## src/rtl/fifo_stream_reader_if.sv

```systemverilog
// Signal bundle between the FIFO drain stage and its neighbours: FIFO read port,
// output stream and burst framing. Member names are as seen from the reader.
interface fifo_stream_reader_if #(
  parameter int DATA_WIDTH = 16,
  parameter int LEN_W      = 8
);
  logic                  o_fifo_rd_req;
  logic                  i_fifo_empty;
  logic [DATA_WIDTH-1:0] i_fifo_data;
  logic                  i_fifo_valid;
  logic [DATA_WIDTH-1:0] o_m_data;
  logic                  o_m_valid;
  logic                  o_m_last;
  logic                  i_m_ready;
  logic [LEN_W-1:0]      i_burst_len;
  logic [LEN_W-1:0]      o_beat_cnt;
  logic [1:0]            o_occupancy;

  modport master (
    output o_fifo_rd_req,
    input  i_fifo_empty,
    input  i_fifo_data,
    input  i_fifo_valid,
    output o_m_data,
    output o_m_valid,
    output o_m_last,
    input  i_m_ready,
    input  i_burst_len,
    output o_beat_cnt,
    output o_occupancy
  );

  modport slave (
    input  o_fifo_rd_req,
    output i_fifo_empty,
    output i_fifo_data,
    output i_fifo_valid,
    input  o_m_data,
    input  o_m_valid,
    input  o_m_last,
    output i_m_ready,
    output i_burst_len,
    input  o_beat_cnt,
    input  o_occupancy
  );
endinterface

```

## src/rtl/fifo_stream_reader.sv

```systemverilog
// Drains a latency-1 FIFO into a 2-entry skid buffer and presents the words as a
// valid/ready stream framed into bursts of runtime length, sustaining 1 beat/cycle.
module fifo_stream_reader #(
  parameter int DATA_WIDTH = 16,
  parameter int LEN_W      = 8
) (
  input  logic                 i_clk,
  input  logic                 i_rst,
  input  logic                 i_ena,
  fifo_stream_reader_if.master bus
);

  logic [DATA_WIDTH-1:0] r_head;
  logic [DATA_WIDTH-1:0] r_tail;
  logic [1:0]            r_occ;
  logic                  r_inflight;
  logic [LEN_W-1:0]      r_beat_cnt;
  logic [LEN_W-1:0]      r_len_q;

  logic                  w_valid;
  logic                  w_pop;
  logic                  w_cap;
  logic [2:0]            w_used;
  logic                  w_rd_req;
  logic [LEN_W-1:0]      w_len_in;
  logic [LEN_W-1:0]      w_len_eff;
  logic                  w_last;

  assign w_valid = (r_occ != 2'd0);
  assign w_pop   = w_valid & bus.i_m_ready & i_ena;
  assign w_cap   = i_ena & bus.i_fifo_valid;

  // Credits: held entries plus the word still in flight, minus the slot this pop frees.
  assign w_used   = {1'b0, r_occ} + {2'b00, r_inflight};
  assign w_rd_req = i_ena & ~i_rst & ~bus.i_fifo_empty &
                    (w_used < (3'd2 + {2'b00, w_pop}));

  // A new burst samples the length on its first beat; later beats use the latched copy.
  assign w_len_in  = (bus.i_burst_len == '0) ? LEN_W'(1) : bus.i_burst_len;
  assign w_len_eff = (r_beat_cnt == '0) ? w_len_in : r_len_q;
  assign w_last    = w_valid & (r_beat_cnt == (w_len_eff - LEN_W'(1)));

  // NOTE: all state updates use non-blocking assignments so every register samples
  // pre-edge values, independent of statement order.
  always_ff @(posedge i_clk) begin
    if (i_rst) begin
      // NOTE: both skid entries are reset, not just the occupancy, so the head reads 0
      // out of reset instead of leaking stale data onto o_m_data.
      r_head     <= '0;
      r_tail     <= '0;
      r_occ      <= 2'd0;
      r_inflight <= 1'b0;
      r_beat_cnt <= '0;
      r_len_q    <= LEN_W'(1);
    end else if (i_ena) begin
      r_inflight <= w_rd_req;

      case ({w_cap, w_pop})
        2'b10: begin
          if (r_occ == 2'd0) r_head <= bus.i_fifo_data;
          else               r_tail <= bus.i_fifo_data;
          r_occ <= r_occ + 2'd1;
        end
        2'b01: begin
          r_head <= r_tail;
          r_occ  <= r_occ - 2'd1;
        end
        2'b11: begin
          if (r_occ == 2'd2) begin
            r_head <= r_tail;
            r_tail <= bus.i_fifo_data;
          end else begin
            r_head <= bus.i_fifo_data;
          end
        end
        default: ;
      endcase

      if (w_pop) begin
        if (r_beat_cnt == '0) r_len_q <= w_len_in;
        r_beat_cnt <= w_last ? '0 : r_beat_cnt + LEN_W'(1);
      end
    end
  end

  assign bus.o_fifo_rd_req = w_rd_req;
  assign bus.o_m_data      = r_head;
  assign bus.o_m_valid     = w_valid;
  assign bus.o_m_last      = w_last;
  assign bus.o_beat_cnt    = r_beat_cnt;
  assign bus.o_occupancy   = r_occ;

endmodule

```

## src/flat_wrapper.sv

```systemverilog
// flat-port wrapper written by rule: the top's interface ports become plain ports
module fifo_stream_reader_flat 
#(
  parameter int DATA_WIDTH = 16,
  parameter int LEN_W      = 8
)
  (i_clk, i_rst, i_ena, bus_o_fifo_rd_req, bus_i_fifo_empty, bus_i_fifo_data, bus_i_fifo_valid, bus_o_m_data, bus_o_m_valid, bus_o_m_last, bus_i_m_ready, bus_i_burst_len, bus_o_beat_cnt, bus_o_occupancy);
  fifo_stream_reader_if #(.DATA_WIDTH(DATA_WIDTH), .LEN_W(LEN_W)) bus_i ();
  input  logic i_clk;
  input  logic i_rst;
  input  logic i_ena;
  output wire logic [$bits(bus_i.o_fifo_rd_req)-1:0] bus_o_fifo_rd_req;
  input wire logic [$bits(bus_i.i_fifo_empty)-1:0] bus_i_fifo_empty;
  input wire logic [$bits(bus_i.i_fifo_data)-1:0] bus_i_fifo_data;
  input wire logic [$bits(bus_i.i_fifo_valid)-1:0] bus_i_fifo_valid;
  output wire logic [$bits(bus_i.o_m_data)-1:0] bus_o_m_data;
  output wire logic [$bits(bus_i.o_m_valid)-1:0] bus_o_m_valid;
  output wire logic [$bits(bus_i.o_m_last)-1:0] bus_o_m_last;
  input wire logic [$bits(bus_i.i_m_ready)-1:0] bus_i_m_ready;
  input wire logic [$bits(bus_i.i_burst_len)-1:0] bus_i_burst_len;
  output wire logic [$bits(bus_i.o_beat_cnt)-1:0] bus_o_beat_cnt;
  output wire logic [$bits(bus_i.o_occupancy)-1:0] bus_o_occupancy;
  assign bus_o_fifo_rd_req = bus_i.o_fifo_rd_req;
  assign bus_i.i_fifo_empty = bus_i_fifo_empty;
  assign bus_i.i_fifo_data = bus_i_fifo_data;
  assign bus_i.i_fifo_valid = bus_i_fifo_valid;
  assign bus_o_m_data = bus_i.o_m_data;
  assign bus_o_m_valid = bus_i.o_m_valid;
  assign bus_o_m_last = bus_i.o_m_last;
  assign bus_i.i_m_ready = bus_i_m_ready;
  assign bus_i.i_burst_len = bus_i_burst_len;
  assign bus_o_beat_cnt = bus_i.o_beat_cnt;
  assign bus_o_occupancy = bus_i.o_occupancy;
  fifo_stream_reader #(.DATA_WIDTH(DATA_WIDTH), .LEN_W(LEN_W)) u_core (.i_clk(i_clk), .i_rst(i_rst), .i_ena(i_ena), .bus(bus_i));
endmodule
```

## config.mk

```make
export PLATFORM = sky130hd
export DESIGN_NAME = fifo_stream_reader_flat
export DESIGN_NICKNAME = d
export VERILOG_FILES = /design/src/rtl/fifo_stream_reader_if.sv /design/src/rtl/fifo_stream_reader.sv /design/src/flat_wrapper.sv
export SDC_FILE = /design/constraint.sdc
export NUM_CORES = 1
export LEC_CHECK = 0
export CORE_MARGIN = 2
export CORE_UTILIZATION = 45
export CTS_BUF_LIST = sky130_fd_sc_hd__clkbuf_4 sky130_fd_sc_hd__clkbuf_8 sky130_fd_sc_hd__clkbuf_16
export CTS_CLUSTER_DIAMETER = 100
export DETAILED_ROUTE_END_ITERATION = 10
export PLACE_DENSITY_LB_ADDON = 0.1
export SETUP_SLACK_MARGIN = 0.05
export SYNTH_ARGS = -nofsm -noshare
export SYNTH_HDL_FRONTEND = slang
export SYNTH_SLANG_ARGS = --single-unit
```

## constraint.sdc

```tcl
create_clock -name i_clk -period 3.3 [get_ports i_clk]
set_input_delay 0.495 -clock i_clk [delete_from_list [all_inputs] [get_ports i_clk]]
set_output_delay 0.495 -clock i_clk [all_outputs]
set_load 0.05 [all_outputs]
```

==> summary.md, run 1 <==
| Metric | Value |
|---|---|
| Status | `complete, but fails checks` |
| Failing checks | `negative setup slack` |
| Peak Freq | `286.6 MHz` |
| Final WS setup | `-0.1887 ns` |
| Clock Power Share | `28.7%` |
| Root Driver | `clkbuf_8` |
| N_diodes | `0` |
| Highest Signal Layer | `met4` |
| Seq pwr share | `49.0%` |
| DIE HEIGHT | `82.23 µm` |
| Drt initial violations | `115` |
| Initial Utilization | `46.51%` |
| DRT Pass-1 Iters | `4` |
| DRC viols | `0` |
| Clk sinks | `51` |
| Netlist cell types | `46` |
| CP arrival | `2.99 ns` |
| MaxCap Viol Count | `0` |
| Int Pwr | `0.9294 mW` |
| Switching Fraction | `30.71%` |
| Cells after Synth | `318` |
| Register area share after synthesis | `37.07%` |
| Final slew viol count | `0` |
| Routed wl met3 | `318 µm` |
| Mean Syn Cell Area | `8.660 µm²` |
| Port bufs | `58` |
| TritonCTS buffer count | `5` |
| Synth Warn # | `0` |
| RD Place Congestion | `0.8633` |
| Lkg Pwr | `1.442 nW` |
| Post-synth ARST share | `0%` |
| Post-placement setup slack | `-0.5370 ns` |
| Initial antenna violation count | `0` |
| ANT nets after route | `0` |
| Crit path max-delay family | `simple AND/OR/NAND/NOR gates` |
| Actual slew at the worst max-slew pin | `0.5415 ns` |
| CP Cell Sequence | `or4_4, nor2_4, mux2i_2, ha_4, xor2_2, a21o_1, nand4_1, a2111oi_4, a21boi_4, buf_12` |
| Final Setup Violations | `1` |
| Per-cell routed wire length | `14.90 µm` |
| Max IR drop VDD | `0.0002204 V` |
| Synth Cell Area | `2754 µm²` |
| Skew final | `0.009920 ns` |
| Post-Syn Nets | `357` |
| Final WL | `6959 µm` |
| Vias per cell | `5.672` |
| RSZ-0062 raised after global routing | `yes` |
| Worst-path clk slew | `0.10 ns` |
| Largest net degree at the start of global routing | `52` |
| Post-synth top flop | `dfxtp_1` |
| Period utilisation layout | `105.7%` |
| Combinational share of power | `22.3%` |
| Crit path max fanout | `3` |
| Fillcell total | `558` |
| Met1 Wirelength | `3033 µm` |
| Crit path kind | `reg -> out` |
| Final hold slack | `0.4884 ns` |
| Vias in the first global route | `2436` |
| Hold-fix buffers, CTS | `0` |
| Wire length of the first global-routing pass | `11290 µm` |
| Area growth, synth to finish | `36.07%` |
| Slew headroom | `63.44%` |
| TNS Setup | `-0.1887 ns` |
| DPL Wire Length | `5053 µm` |
| Tot GR Track Use | `21.36%` |
| Row count | `28` |
| Flops & latches, synth | `51` |
| WP data required | `2.80 ns` |
| Power per cell area | `357.9 nW/µm²` |
| Total grt overflow | `0` |
| Clock Path Buffers | `2` |
| Dpl cell area | `3571 µm²` |
| CP max stage delay | `0.56 ns` |
| Type of origin of the critical path | `flip-flop` |
| Die area | `6762 µm²` |
| H-tree levels | `2` |
| HP Class | `reg -> reg` |
| Crit path buf inv count | `1` |
| Vias | `2649` |
| CP max-delay cell | `or4_4` |
| Layout cells sized above 1 | `17.09%` |
| CTS tree | `yes` |
| Sw power | `0.4119 mW` |
| Worst-Skew Late Latency | `0.31 ns` |
| Final Hold Fails | `0` |
| # IOs | `59` |
| Worst setup EP type | `output pin` |
| Min cycle time layout | `3.489 ns` |
| Die width | `82.23 µm` |
| Design area | `3747 µm²` |
| Post-synth EDFFs | `0` |
| Met2 WL | `3462 µm` |
| Final layout net count | `430` |
| Core box area | `5921 µm²` |
-- timing repair --
| action | CTS | global route |
|---|---|---|
| gates resized for setup | 17 | 2 |
| setup endpoints to repair | 1 | 1 |
| setup buffers | 3 | 0 |
| pin swaps | 9 | 1 |
-- cell usage after synthesis (all sizes together) (4+ instances only) --
| cell | n | area (µm²) |
|---|---|---|
| dfxtp | 51 | 1021 |
| a211o | 5 | 43.79 |
| nor4 | 4 | 46.29 |
| xor2 | 6 | 52.55 |
| nand2 | 17 | 63.81 |
| nand3 | 13 | 65.06 |
| mux2i | 18 | 180.2 |
| ha | 9 | 112.6 |
| buf | 7 | 38.79 |
| a211oi | 26 | 195.2 |
| a21oi | 14 | 70.07 |
| nor3 | 7 | 35.03 |
| clkbuf | 13 | 48.80 |
| or4 | 4 | 30.03 |
| inv | 11 | 41.29 |
| xnor2 | 9 | 78.83 |
| o21ai | 10 | 50.05 |
| a22oi | 17 | 127.6 |
| nor2 | 42 | 165.2 |
| nand4 | 7 | 43.79 |
-- per-stage QoR --
step           std cells  power [mW]  util [%]
6_report             467       1.341     63.29
5_1_grt              467       1.401     63.29
4_1_cts              467       1.358     63.17
3_5_place_dp         456      0.9658     60.31
3_3_place_gp         456      0.9622     60.31
2_1_floorplan        318      0.8522         -
-- flip-flops by register name (all words and copies together) (netlist names) --
| register | cells |
|---|---|
| u_core.r_len_q | 8 |
| u_core.bus.o_beat_cnt | 8 |
| u_core.bus.o_occupancy | 2 |
| u_core.r_inflight | 1 |
| u_core.r_tail | 16 |
| u_core.bus.o_m_data | 16 |
-- power groups by stage --
| stage | logic [mW] | registers [mW] | clock network, mW |
|---|---|---|---|
| after floorplan | 0.133 | 0.719 | 0 |
| final | 0.299 | 0.657 | 0.385 |
| after CTS | 0.300 | 0.658 | 0.400 |
| after detailed placement | 0.294 | 0.672 | 0 |
| after global placement | 0.291 | 0.671 | 0 |
| after global routing | 0.323 | 0.662 | 0.416 |
-- cell type report --
class | count | area, µm² | share of cell area, %
clock buffers | 5 | 68.82 | 1.836
repair buffers | 86 | 792.0 | 21.14
multi-input cells | 236 | 1683 | 44.91
clock inverters | 3 | 27.53 | 0.7346
flip-flops and latches | 51 | 1036 | 27.65
inverters | 11 | 46.29 | 1.235
well taps | 75 | 93.84 | 2.504
-- worst paths after layout --
| check | cells after the start | to | slack (ns) | start |
|---|---|---|---|---|
| max | 10 | bus_o_m_last | -0.19 | u_core.bus.o_beat_cnt[2]$_SDFFE_PP0P_ |
| min reg2reg | 1 | u_core.r_len_q[0]$_SDFFE_PP1P_ | 0.49 | u_core.r_len_q[0]$_SDFFE_PP1P_ |
| min | 1 | u_core.r_len_q[0]$_SDFFE_PP1P_ | 0.49 | u_core.r_len_q[0]$_SDFFE_PP1P_ |
| max reg2reg | 10 | u_core.bus.o_beat_cnt[3]$_SDFFE_PP0P_ | 0.61 | u_core.bus.o_beat_cnt[2]$_SDFFE_PP0P_ |
-- routing by layer --
layer	global-route usage (%)	up-vias
met5	0	-
met4	6.167	0
met3	4.674	12
met2	37.82	68
met1	25.83	1251
li1	-	1318
-- cell families (layout without fill, tap and decap cells) --
logic type / Yosys count / count (layout) / share of synthesized area (%)
compound gates: 88 / 88 / 23.54
xor+xnor: 15 / 15 / 4.771
mux: 18 / 18 / 6.542
buf+inv: 31 / 105 / 4.680
fa+ha+maj: 9 / 9 / 4.089
simple gates: 106 / 106 / 19.31
flops: 51 / 51 / 37.07
-- placed cells by master, fill, tap and decap left out, drive strengths merged, types with 3 or more instances in the layout --
cell type / instances
nor2: 42
a22oi: 17
dfxtp: 51
nor3: 7
nand4: 7
clkdlybuf4s50: 51
nor2b: 3
nand2: 17
clkbuf: 5
a211oi: 26
o21ai: 10
a211o: 5
mux2i: 18
nor4: 4
clkdlybuf4s15: 3
or4: 4
buf: 31
inv: 13
a21oi: 14
xor2: 6
xnor2: 9
nand3: 13
ha: 9
Note: power is estimated with default switching activity, not from simulation.
==> inputs of run 2 (changes only) <==
- CTS_CLUSTER_SIZE: default -> 10
==> results of run 2 <==
Same layout as run 1: the final DEF is identical, and so are final timing and power.
==> inputs of run 3 (changes only) <==
- TNS_END_PERCENT: default -> 100
==> results of run 3 <==
Same layout as run 1: the final DEF is identical, and so are final timing and power.
